==> src/rtl/if_id_instr_queue.sv <==
// IF/ID instruction queue: a DEPTH-entry FIFO of {instr, pc} pairs between
// fetch and decode. Decode always sees the head; a flush, an empty queue, or a
// head whose PC equals the reset vector is presented as a NOP. Fetch gets a
// ready/valid handshake, and a saturating counter tracks bubbles sent to decode.
module if_id_instr_queue #(
  parameter int                XLEN      = 32,
  parameter int                DEPTH     = 4,
  parameter logic [XLEN-1:0]   NOP_INSTR = 32'h0000_0033,
  parameter logic [XLEN-1:0]   RESET_PC  = 32'h1000_0000,
  parameter int                CNT_W     = 16
) (
  input  logic                       clk,
  input  logic                       reset_n,
  input  logic                       fetch_valid,
  input  logic [XLEN-1:0]            fetch_instr,
  input  logic [XLEN-1:0]            fetch_pc,
  output logic                       fetch_ready,
  input  logic                       stall,
  input  logic                       flush,
  output logic [XLEN-1:0]            instr_d,
  output logic [XLEN-1:0]            pc_d,
  output logic                       valid_d,
  output logic [$clog2(DEPTH):0]     count,
  output logic [CNT_W-1:0]           bubble_cnt
);

  localparam int PW = $clog2(DEPTH);
  localparam int CW = PW + 1;

  logic [XLEN-1:0]  mem_instr_q [DEPTH];
  logic [XLEN-1:0]  mem_pc_q    [DEPTH];

  logic [PW-1:0]    wr_ptr_q, wr_ptr_d;
  logic [PW-1:0]    rd_ptr_q, rd_ptr_d;
  logic [CW-1:0]    count_q,  count_d;
  logic [CNT_W-1:0] bubble_q, bubble_d;

  logic push;
  logic pop;
  logic empty;
  logic head_is_reset;
  logic bubble_inc;

  assign empty         = (count_q == '0);
  assign head_is_reset = (mem_pc_q[rd_ptr_q] == RESET_PC);

  // Accepting a push depends only on occupancy, flush and reset; stall has no
  // path here, and a full queue refuses a push even when a pop happens too.
  assign fetch_ready = (count_q < CW'(DEPTH)) && !flush && reset_n;
  assign push        = fetch_valid && fetch_ready;
  assign pop         = valid_d && !stall && !flush;

  // A bubble is a decode cycle that is not stalled and receives a NOP.
  assign bubble_inc  = !stall && (flush || empty || head_is_reset);

  // Decode-side view of the head, NOP-substituted for flush, empty and reset vector.
  always_comb begin
    instr_d = NOP_INSTR;
    pc_d    = '0;
    valid_d = 1'b0;
    if (!flush && !empty) begin
      valid_d = 1'b1;
      pc_d    = mem_pc_q[rd_ptr_q];
      if (!head_is_reset) begin
        instr_d = mem_instr_q[rd_ptr_q];
      end
    end
  end

  // Next-state for pointers, occupancy and the bubble counter.
  always_comb begin
    wr_ptr_d = wr_ptr_q;
    rd_ptr_d = rd_ptr_q;
    count_d  = count_q;
    bubble_d = bubble_q;
    if (flush) begin
      // Push is already blocked by fetch_ready, so the queue simply drains.
      rd_ptr_d = wr_ptr_q;
      count_d  = '0;
    end else begin
      if (push) wr_ptr_d = wr_ptr_q + PW'(1);
      if (pop)  rd_ptr_d = rd_ptr_q + PW'(1);
      case ({push, pop})
        2'b10:   count_d = count_q + CW'(1);
        2'b01:   count_d = count_q - CW'(1);
        default: count_d = count_q;
      endcase
    end
    if (bubble_inc && !(&bubble_q)) begin
      bubble_d = bubble_q + CNT_W'(1);
    end
  end

  // Control state with asynchronous reset; reset empties the queue at once.
  always_ff @(posedge clk or negedge reset_n) begin
    if (!reset_n) begin
      wr_ptr_q <= '0;
      rd_ptr_q <= '0;
      count_q  <= '0;
      bubble_q <= '0;
    end else begin
      wr_ptr_q <= wr_ptr_d;
      rd_ptr_q <= rd_ptr_d;
      count_q  <= count_d;
      bubble_q <= bubble_d;
    end
  end

  // Entry storage; contents are meaningless until written, so no reset.
  always_ff @(posedge clk) begin
    if (push) begin
      mem_instr_q[wr_ptr_q] <= fetch_instr;
      mem_pc_q[wr_ptr_q]    <= fetch_pc;
    end
  end

  assign count      = count_q;
  assign bubble_cnt = bubble_q;

endmodule

==> config.mk <==
export PLATFORM = sky130hd
export DESIGN_NAME = if_id_instr_queue
export DESIGN_NICKNAME = d
export VERILOG_FILES = /design/src/rtl/if_id_instr_queue.sv
export SDC_FILE = /design/constraint.sdc
export NUM_CORES = 1
export LEC_CHECK = 0
export CORE_MARGIN = 2
export CORE_UTILIZATION = 53
export DETAILED_ROUTE_END_ITERATION = 10
export PLACE_DENSITY_LB_ADDON = 0.2
export SLEW_MARGIN = 20
export SYNTH_ARGS = -nofsm -noshare
export SYNTH_HDL_FRONTEND = slang
export SYNTH_SLANG_ARGS = --single-unit
==> constraint.sdc <==
create_clock -name clk -period 3.35 [get_ports clk]
set_input_delay 1.005 -clock clk [delete_from_list [all_inputs] [get_ports clk]]
set_output_delay 1.005 -clock clk [all_outputs]
set_load 0.05 [all_outputs]
# Yosys cells after proc, flatten, opt, wreduce, memory -nomap -nowiden
# Memories as Yosys holds them, arrays and structs flattened.
# Cells that the tools add are included.
# Widths: inputs -> output; s select.
# classes
add_sub_neg,5
magnitude_cmp,1
eq_ne,3
mux,10
n_bitwise,1
reduce_logical,19
# ops
op,count
$mux 32,3
$eq 32x29->1 const B,1
$add 16x1->16 const B,1
$reduce_and 16->1,1
$logic_and 1x1->1,8
$pmux 3 s2,1
$add 2x1->2 const B,2
$logic_not 1->1,4
$mux 2,2
$add 3x1->3 const B,1
$logic_not 3->1,1
$lt 3x3->1 const B,1
$mux 1,3
$mux 3,1
$reduce_bool 3->1,1
$sub 3x1->3 const B,1
$eq 2x1->1 const B,1
$eq 2x2->1 const B,1
$logic_or 1x1->1,2
$reduce_and 2->1,1
$reduce_bool 2->1,1
$not 1->1,1
# totals
register_bits,23
ram_bits,256
in_bits,69
out_inout_bits,85
wordCells,45
mem_count,2
# memory_table
name,depth,width,rd,rd_clocked_by_memory_dff,wr,line_no,rtl
mem_instr_q,4,32,1,0,1,30,logic [XLEN-1:0] mem_instr_q [DEPTH];
mem_pc_q,4,32,1,0,1,31,logic [XLEN-1:0] mem_pc_q [DEPTH];

# Depth between registers and ports, before layout
# Gate-level depths: netlist of the first run.
# logic_depth
ltp_word,9
ltp_mapped,10
mapped_depth_nobuf,8

# Least setup slack after synthesis of the first run
# Ideal clock, no wire load.
# synth_path
path_kind,input-to-reg
start,in flush
end,"mem mem_instr_q[0][0], enable pin"
setup_ns,0.429
arrival_time_ns,3.301
required_ns,2.921
path_slack_ns,-0.380
stages,4
path_buffers,2
path_cell_list,clkbuf_1 -> nor3_1 -> clkbuf_1 -> and2_1
# synth_between
elab_chain_len,6
# synth_lines
element,line_no,rtl
start: declaration,19,"input logic flush,"
$logic_not 1->1,49,assign fetch_ready = (count_q < CW'(DEPTH)) && !flush && reset_n;
$logic_and 1x1->1 (2 in a row),49,
$logic_and 1x1->1,50,assign push = fetch_valid && fetch_ready;
$mux 1,111,if (push) begin
$mux 1 (implied by the code),112,mem_instr_q[wr_ptr_q] <= fetch_instr;
end: declaration,30,
# Every way passes these cells.

# Worst setup path in the final report of the first run
# layout_path
start,reg rd_ptr_q[0]
end,out instr_d[0]
# layout_between
elab_chain_len,4
elab_cells_between_ends,5
classes_between,1 x eq/ne; 2 x mux; 2 x memory
# layout_lines
element,line_no,rtl
start: declaration,34,"logic [PW-1:0] rd_ptr_q, rd_ptr_d;"
start signal: assignment,103,rd_ptr_q <= rd_ptr_d;
$mem_v2 4x32,-,
$eq 32x29->1,45,assign head_is_reset = (mem_pc_q[rd_ptr_q] == RESET_PC);
$mux 32 *,64,if (!head_is_reset) begin
$mux 32 *,61,if (!flush && !empty) begin
end: declaration,20,"output logic [XLEN-1:0] instr_d,"
# Every way passes the cells marked *; elsewhere a longest branch is shown, timed or not.

==> results of run 1 <==
## flip-flops by register name, indices dropped and copies added, names as in the netlist
register     cells
count            3
mem_pc_q       128
mem_instr_q    128
bubble_cnt      16
rd_ptr_q         2
wr_ptr_q         2
## how the worst max path moves through the flow
stage,startpoint,to,cells after the start
finish,rd_ptr_q[0],instr_d[0],10
global route,rd_ptr_q[0],instr_d[1],10
CTS,rd_ptr_q[0],instr_d[29],10
detailed placement,rd_ptr_q[0],instr_d[4],8
global placement,rd_ptr_q[0],instr_d[4],8
floorplan,rd_ptr_q[0],instr_d[15],9
## stage by stage
stage,cells,worst slack (ps),util,cell area (sq um)
after floorplan,549,-141,-,11000
after global placement,987,-370,0.667,13500
after detailed placement,987,-364,0.667,13500
after CTS,1046,-837,0.727,14800
after global routing,1054,-894,0.734,14900
final,1054,-788,0.734,14900
## cell usage after synthesis, types with 5 or more instances
master	n	area, sq um
xnor2_1	18	158
edfxtp_1	256	7690
clkbuf_1	13	48.8
nor3_1	6	30.0
and2_1	37	231
or2_2	5	31.3
dfrtp_1	23	576
nand4_1	10	62.6
mux4_2	64	1440
nand2_1	10	37.5
nor2_1	13	48.8
nand3_1	11	55.1
nor2b_1	29	181
ha_1	5	62.6
nor4_1	7	43.8
## cells by family (layout without fill, tap and decap cells)
group                      count (synthesis)  count (layout)
AOI/OAI and AO/OA                         12              12
xor gates and xnor gates                  18              18
adders and majority gates                  6               6
buffers and inverters                     30             265
DFF                                      279             279
muxes                                     67              67
and+or+nand+nor                          137             137
## placed cells by master, fill, tap and decap left out, drive strengths merged, types with 11 or more instances in the layout
master         synthesis  final
nor2                  13     13
nor2b                 29     29
mux4                  64     64
dfrtp                 23     23
nand3                 11     11
edfxtp               256    256
xnor2                 18     18
clkbuf                13     39
clkdlybuf4s50          0     86
and2                  37     37
buf                   13    121
## report_power, final
group,internal (W),switching [W],leakage [nW]
Combinational,0.00155,0.00162,2.04
Clock,0.00180,0.00121,0.427
Sequential,0.00404,0.000137,2.61
## repair_timing
action,in CTS,in global routing
cloned,3,2
setup buffers,6,7
hold endpoints to repair,0,0
pin swaps,5,5
gates resized for setup,55,20
hold buffers,0,0
endpoints found under the setup margin,61,57
## worst register-to-register path: stages, from the launching register on
cell and delay, ps:
dfrtp_4 550, clkbuf_16 190, buf_4 130, mux4_2 440, nor4_2 270, nand4_1 220, o21ai_4 270, buf_6 170
buf_16 140, buf_4 200, nand2_1 120, mux2_1 330
## per-layer routing
layer | part of all wire | global-route usage
met1 | 0.40 | 0.285
met2 | 0.53 | 0.385
met3 | 0.044 | 0.0330
met4 | 0.021 | 0.0538
met5 | 0 | 0
## final cells by class
class	count	area, sq um	share of cell area
clock buffers	37	756	0.0507
clock inverters	14	136	0.00915
inverters	4	15.0	0.00101
multi-input cells	240	2760	0.185
flip-flops and latches	279	8270	0.555
well taps	270	338	0.0227
repair buffers	210	2630	0.177
==> results.ini, run 1 <==
[synthesis]
synth_compound_area_frac=0.00661
syn_inst=549
synth_fa_ha_area_frac=0.00752
async_reset_ff_frac=0.0824
synth_edf_count=256
synth-seq-cells=279
synth_top_family_by_area=multiplexers
syn_area_sq_mm=0.0110
yosys.area_share.simple=0.0715
yosysWarnings=0
yosysSeqAreaShare=0.753
synthFlopType=edfxtp_1
avgSynthCellArea_sq_um=20.0
synth_xor_area_frac=0.0144
muxShareOfSynthArea=0.134
synth.distinct_cells=34
synth.net_count=624

[global_routing]
grt_max_degree=35
antenna_found_initial=0
grt_pass1_wl_um=36100
grt-ovfl-total=0
grt_pass1_vias=6409
grt.total_usage=0.217

[floorplanning]
die_y_um=148
die_w_um=148
die_area_sq_mm=0.0219
io_pins=154
coreArea_sq_mm=0.0203
row_count=52
start_util=0.541

[clock_network]
clock_latency_ps=530
cts_tree=done
clk_pin_slew_worst_paths_ps=60
cts.path.max_buffers=3
numCtsBuffers=28
ctsHtreeMaxLevel=1
cts.sinks=279
cts_root_buffer=clkbuf_16

[placement]
place_congestion=0.825
dpl.hpwl_um=14600
portBuffers=153

[worst_setup_path]
critical_path.startpoint_type=flop
path_delay_family=buffers and inverters
reg2reg_depth=11
required_ps=2340
crit_buf_inv=5
critPathMaxFanout=6
crit_chain=clkbuf_16 > buf_4 > mux4_2 > nor4_2 > nand4_1 > o21ai_4 > buf_4 > buf_12 > or2_4 > buf_12
cp-end-kind=primary output
max_stage_delay_ps=550
rr_endpoint=bubble_cnt[1]
worst_path_max_delay_cell=dfrtp_4
worstSetupPathType=reg -> out
critical_path_arrival_ps=3130
r2r_slack_ps=190
r2r-start=rd_ptr_q[0]

[pwr]
ir_drop_mv=0.593
p_per_area_mw_per_mm2=695
p_total_w=0.0104
p_leak_nw=5.08

[timing]
max_freq_mhz=242
timing.final.ws_setup_ps=-788
rsz0062_at_grt=yes
worst_slew_pin_slew_ps=520
maxSlewViolCount=0
final.period_utilization=1.24
finalCriticalPeriod_ps=4140
hold_ws_ps=495
setup_viol=32
hold_viol=0
slew-limit-headroom=0.653
tns_ps=-24670
skew_ps=11.8

[detailed_routing]
wire_per_inst_um=22.4
num_vias=5973
drc=0
wirelength_um=23600
antenna_left=0
drtIter0Drc=335
viasPerCell=5.67
first_pass_iters=4

[layout]
diodes=0
syn2layout_area_growth_pct=35.7
n_fill_cell=1212
fin_nets=838
drive_gt1_frac=0.344

[hold_path]
min_path_type=reg -> reg
whs_endpoint=bubble_cnt[13]
hold_depth=1
min-delay-start=bubble_cnt[13]

[run_status]
failed_checks=setup timing
status=finished with violations

[run]
cap_violations=0

(Power assumes the default switching activity.)
==> inputs of run 2 (changes only) <==
--- a/config.mk
+++ b/config.mk
@@ -9,7 +9,9 @@
 export CORE_UTILIZATION = 53
 export DETAILED_ROUTE_END_ITERATION = 10
 export PLACE_DENSITY_LB_ADDON = 0.2
+export SKIP_LAST_GASP = 1
 export SLEW_MARGIN = 20
 export SYNTH_ARGS = -nofsm -noshare
 export SYNTH_HDL_FRONTEND = slang
 export SYNTH_SLANG_ARGS = --single-unit
+export TNS_END_PERCENT = 10
==> results.ini, run 2 (synthesis results as in run 1) <==
[layout]
utilization=0.740
final_cell_mix=256 x edfxtp_1, 87 x clkdlybuf4s50_1, 78 x buf_12
fin_nets=826
drive_gt1_frac=0.316
final_common_cell=edfxtp_1
n_fill_cell=1182
syn2layout_area_growth_pct=36.8
fin_area_sq_mm=0.0150
diodes=0

[timing]
final.period_utilization=1.25
worst_slew_pin_slew_ps=690
tns_ps=-26620
skew_ps=13.1
hold_ws_ps=488
max_freq_mhz=239
slew-limit-headroom=0.540
rsz0062_at_grt=yes
finalCriticalPeriod_ps=4190
hold_viol=0
timing.final.ws_setup_ps=-836
maxSlewViolCount=0
setup_viol=56

[worst_setup_path]
reg2reg_depth=13
required_ps=2340
critical_path.startpoint_type=flop
path_common_cell=buf_12
crit_chain=buf_12 > buf_12 > buf_6 > mux4_2 > nor4_4 > nand4_1 > o21ai_4 > buf_12 > clkbuf_16 > nor2b_4 > buf_12
critical_path_arrival_ps=3180
r2r_slack_ps=70
path_delay_family=buffers and inverters
critPathMaxFanout=8
crit_buf_inv=6
max_stage_delay_ps=520
r2r-start=rd_ptr_q[0]
worstSetupPathType=reg -> out
rr_endpoint=bubble_cnt[1]
cp-end-kind=primary output
worst_path_max_delay_cell=dfrtp_4

[global_routing]
grt-ovfl-total=0
grt.total_usage=0.210
grt_max_degree=36
grt_pass1_wl_um=35200
antenna_found_initial=0
grt_pass1_vias=6293

[floorplanning]
row_count=52
start_util=0.541
coreArea_sq_mm=0.0203
die_area_sq_mm=0.0219
io_pins=154
die_w_um=148
die_y_um=148

[placement]
place_congestion=0.824
dpl_worst_slack_ps=-271
dpl.hpwl_um=14600
portBuffers=153
placed_area_sq_mm=0.0138

[detailed_routing]
drtIter0Drc=448
first_pass_iters=4
wire_per_inst_um=21.9
antenna_left=0
num_vias=5862
drc=0
viasPerCell=5.63
wirelength_um=22800

[hold_path]
hold_depth=1
whs_endpoint=bubble_cnt[13]
min-delay-start=bubble_cnt[13]
min_path_type=reg -> reg

[clock_network]
cts_tree=done
numCtsBuffers=28
cts_root_buffer=clkbuf_16
ctsHtreeMaxLevel=1
ctsHoldBuffers=0
clk_pin_slew_worst_paths_ps=60
cts.sinks=279
cts.path.max_buffers=3
clock_latency_ps=530

[pwr]
p_leak_nw=5.06
power_frac_comb=0.318
p_sw_w=0.00298
p_clk_frac=0.274
p_per_area_mw_per_mm2=681
switching_share=0.291
intPower_w=0.00724
power_frac_seq=0.408
ir_drop_mv=0.639

[run_status]
status=finished with violations
failed_checks=setup timing

[run]
cap_violations=0

run 2: final cells by class:
type                            count  area (sq um)  area share
Sequential cell                   279          8270       0.551
Clock inverter                     16           109     0.00725
Timing Repair Buffer              198          2780       0.185
Tap cell                          270           338      0.0225
Multi-Input combinational cell    240          2780       0.185
Clock buffer                       34           723      0.0482
Inverter                            4          15.0     0.00100
run 2: worst max path at each step:
stage / from / slack [ps] / depth (start not counted) / end
after floorplan: flush / -380 / 4 / mem_instr_q[1][0]
after global placement: rd_ptr_q[0] / -280 / 9 / instr_d[1]
after detailed placement: rd_ptr_q[0] / -270 / 9 / instr_d[4]
after CTS: rd_ptr_q[0] / -790 / 10 / instr_d[28]
after global routing: rd_ptr_q[0] / -970 / 11 / instr_d[16]
final: rd_ptr_q[0] / -840 / 11 / instr_d[16]
run 2: timing repair:
action / in CTS / in global routing
setup endpoints to repair: 56 / 58
buffers inserted: 2 / 7
pin swaps: 2 / 9
gates resized for setup: 8 / 44
gates cloned: 2 / 3
run 2: per-layer routing:
layer	track usage	wire length [um]	vias up
li1	-	-	2601
met1	0.275	8970	3054
met2	0.375	12400	180
met3	0.0327	1080	27
met4	0.0471	342	0
met5	0	0	-
run 2: metrics by stage:
step,power (W),std cells
3_5_place_dp,0.00722,982
6_report,0.0102,1041
2_1_floorplan,0.00601,549
5_1_grt,0.0106,1041
3_3_place_gp,0.00716,982
4_1_cts,0.0102,1036
run 2: power by group through the flow:
stage | Clock, W | Combinational (W) | Sequential (W)
floorplan | 0 | 0.00167 | 0.00434
CTS | 0.00286 | 0.00312 | 0.00417
finish | 0.00280 | 0.00325 | 0.00417
detailed placement | 0 | 0.00298 | 0.00424
global placement | 0 | 0.00294 | 0.00422
global route | 0.00301 | 0.00343 | 0.00419
run 2: worst reg2reg max path, cell delays in order (launching register included):
cell	delay, ps
dfrtp_4	520
buf_12	150
buf_12	140
buf_6	120
mux4_2	470
nor4_4	260
nand4_1	210
o21ai_4	210
buf_12	160
clkbuf_16	170
buf_4	110
buf_4	190
nand2_1	120
mux2_1	330
==> inputs of run 3 (changes only) <==
--- a/config.mk
+++ b/config.mk
@@ -5,9 +5,9 @@
 export SDC_FILE = /design/constraint.sdc
 export NUM_CORES = 1
 export LEC_CHECK = 0
-export CORE_MARGIN = 2
 export CORE_UTILIZATION = 53
 export DETAILED_ROUTE_END_ITERATION = 10
+export DONT_BUFFER_PORTS = 1
 export PLACE_DENSITY_LB_ADDON = 0.2
 export SKIP_LAST_GASP = 1
 export SLEW_MARGIN = 20
==> results.ini, run 3 (synthesis results as in run 1) <==
[worst_setup_path]
worstSetupPathType=reg -> out
r2r-start=rd_ptr_q[0]
critical_path.startpoint_type=flop
cp-end-kind=primary output
crit_start=rd_ptr_q[0]
required_ps=2340
critPathMaxFanout=6
critical_path_arrival_ps=3080

[detailed_routing]
num_vias=5461
wire_per_inst_um=22.9
wirelength_um=21400
antenna_left=0
viasPerCell=5.85
drc=0
drtIter0Drc=296
first_pass_iters=5

[timing]
hold_viol=0
maxSlewViolCount=0
rsz0062_at_grt=yes
final.period_utilization=1.22
worst_slew_pin_slew_ps=617
skew_ps=13.9
timing.final.ws_setup_ps=-740
slew-limit-headroom=0.587
finalCriticalPeriod_ps=4090
max_freq_mhz=245
setup_viol=34
hold_ws_ps=171

[placement]
dpl_worst_slack_ps=-479
portBuffers=0
place_congestion=0.887
dpl.hpwl_um=13100

[global_routing]
grt-ovfl-total=0
grt_pass1_wl_um=33200
grt.total_usage=0.204
antenna_found_initial=0
grt_max_degree=39
grt_pass1_vias=5823

[layout]
multiInputGateArea_sq_mm=0.00284
utilization=0.664
drive_gt1_frac=0.359
fin_nets=716
final_cell_mix=256 x edfxtp_1, 64 x mux4_2, 46 x buf_4
n_fill_cell=1342
final_common_cell=edfxtp_1
diodes=0
register_area_sq_mm=0.00827
syn2layout_area_growth_pct=22.7

[floorplanning]
die_area_sq_mm=0.0213
io_pins=154
coreArea_sq_mm=0.0203
row_count=52
die_w_um=146
start_util=0.541
die_y_um=146

[hold_path]
min_path_type=in -> async

[clock_network]
cts_tree=done
clock_latency_ps=530
ctsHtreeMaxLevel=1
ctsHoldBuffers=0
numCtsBuffers=28
cts_root_buffer=clkbuf_16
cts.sinks=279
cts.path.max_buffers=3
clk_pin_slew_worst_paths_ps=60

[pwr]
p_leak_nw=4.51
power_frac_comb=0.273
intPower_w=0.00698
p_total_w=0.00986
power_frac_seq=0.437
ir_drop_mv=0.467
p_sw_w=0.00288
switching_share=0.292
p_per_area_mw_per_mm2=732
p_clk_frac=0.290

[run_status]
status=finished with violations
failed_checks=setup timing

[run]
cap_violations=0

[run 3: worst max-delay path, cell delays in order (launching register included)]
cell	delay (ps)
dfrtp_4	530
buf_12	160
buf_4	140
mux4_2	470
nor4b_4	320
nand4_1	200
o21ai_4	190
buf_6	150
buf_12	130
or2_4	130
buf_12	130
[run 3: layout make-up]
class	count	share of cell area
clock buffer	40	0.0584
timing repair buffer	88	0.0861
clock inverter	12	0.00538
tap	270	0.0251
inverter	4	0.00111
sequential	279	0.613
multi-input combinational	240	0.210
[run 3: metal layers]
metal  up-vias  GRT usage  part of all wire
met5         -          0                 0
met4         0     0.0463             0.019
met3        36     0.0552             0.062
met2       156      0.355              0.52
met1      2897      0.257              0.40
li1       2372          -                 -
[run 3: final timing paths]
kind / endpoint / slack [ps] / depth (start not counted)
min in group clk: count[1] / 540 / 1
setup / recovery: instr_d[4] / -740 / 10
setup reg to reg: bubble_cnt[12] / -50 / 13
max in group asynchronous: rd_ptr_q[0] / 3090 / 0
hold / removal: count[1] / 170 / 0
hold reg to reg: rd_ptr_q[0] / 560 / 2
[run 3: power groups by stage]
| stage | logic (W) | clock network, W | registers [W] |
|---|---|---|---|
| 2_1_floorplan | 0.00167 | 0 | 0.00434 |
| 3_3_place_gp | 0.00234 | 0 | 0.00437 |
| 3_5_place_dp | 0.00237 | 0 | 0.00438 |
| 4_1_cts | 0.00263 | 0.00294 | 0.00430 |
| 5_1_grt | 0.00284 | 0.00306 | 0.00433 |
| 6_report | 0.00269 | 0.00286 | 0.00431 |
[run 3: repair_timing]
action | 4_1_cts | 5_1_grt
buffers inserted | 11 | 4
gates cloned | 1 | 2
resized for setup | 55 | 10
setup endpoints to repair | 33 | 44
pin swaps | 5 | 5
hold endpoints to repair | 0 | 0
[run 3: stage by stage]
| stage | TNS (ps) | std cells | instance area (sq um) |
|---|---|---|---|
| finish | -23040 | 933 | 13500 |
| floorplan | -76070 | 549 | 11000 |
| detailed placement | -13400 | 864 | 12100 |
| global placement | -12530 | 864 | 12100 |
| CTS | -23430 | 928 | 13400 |
| global route | -26150 | 933 | 13500 |
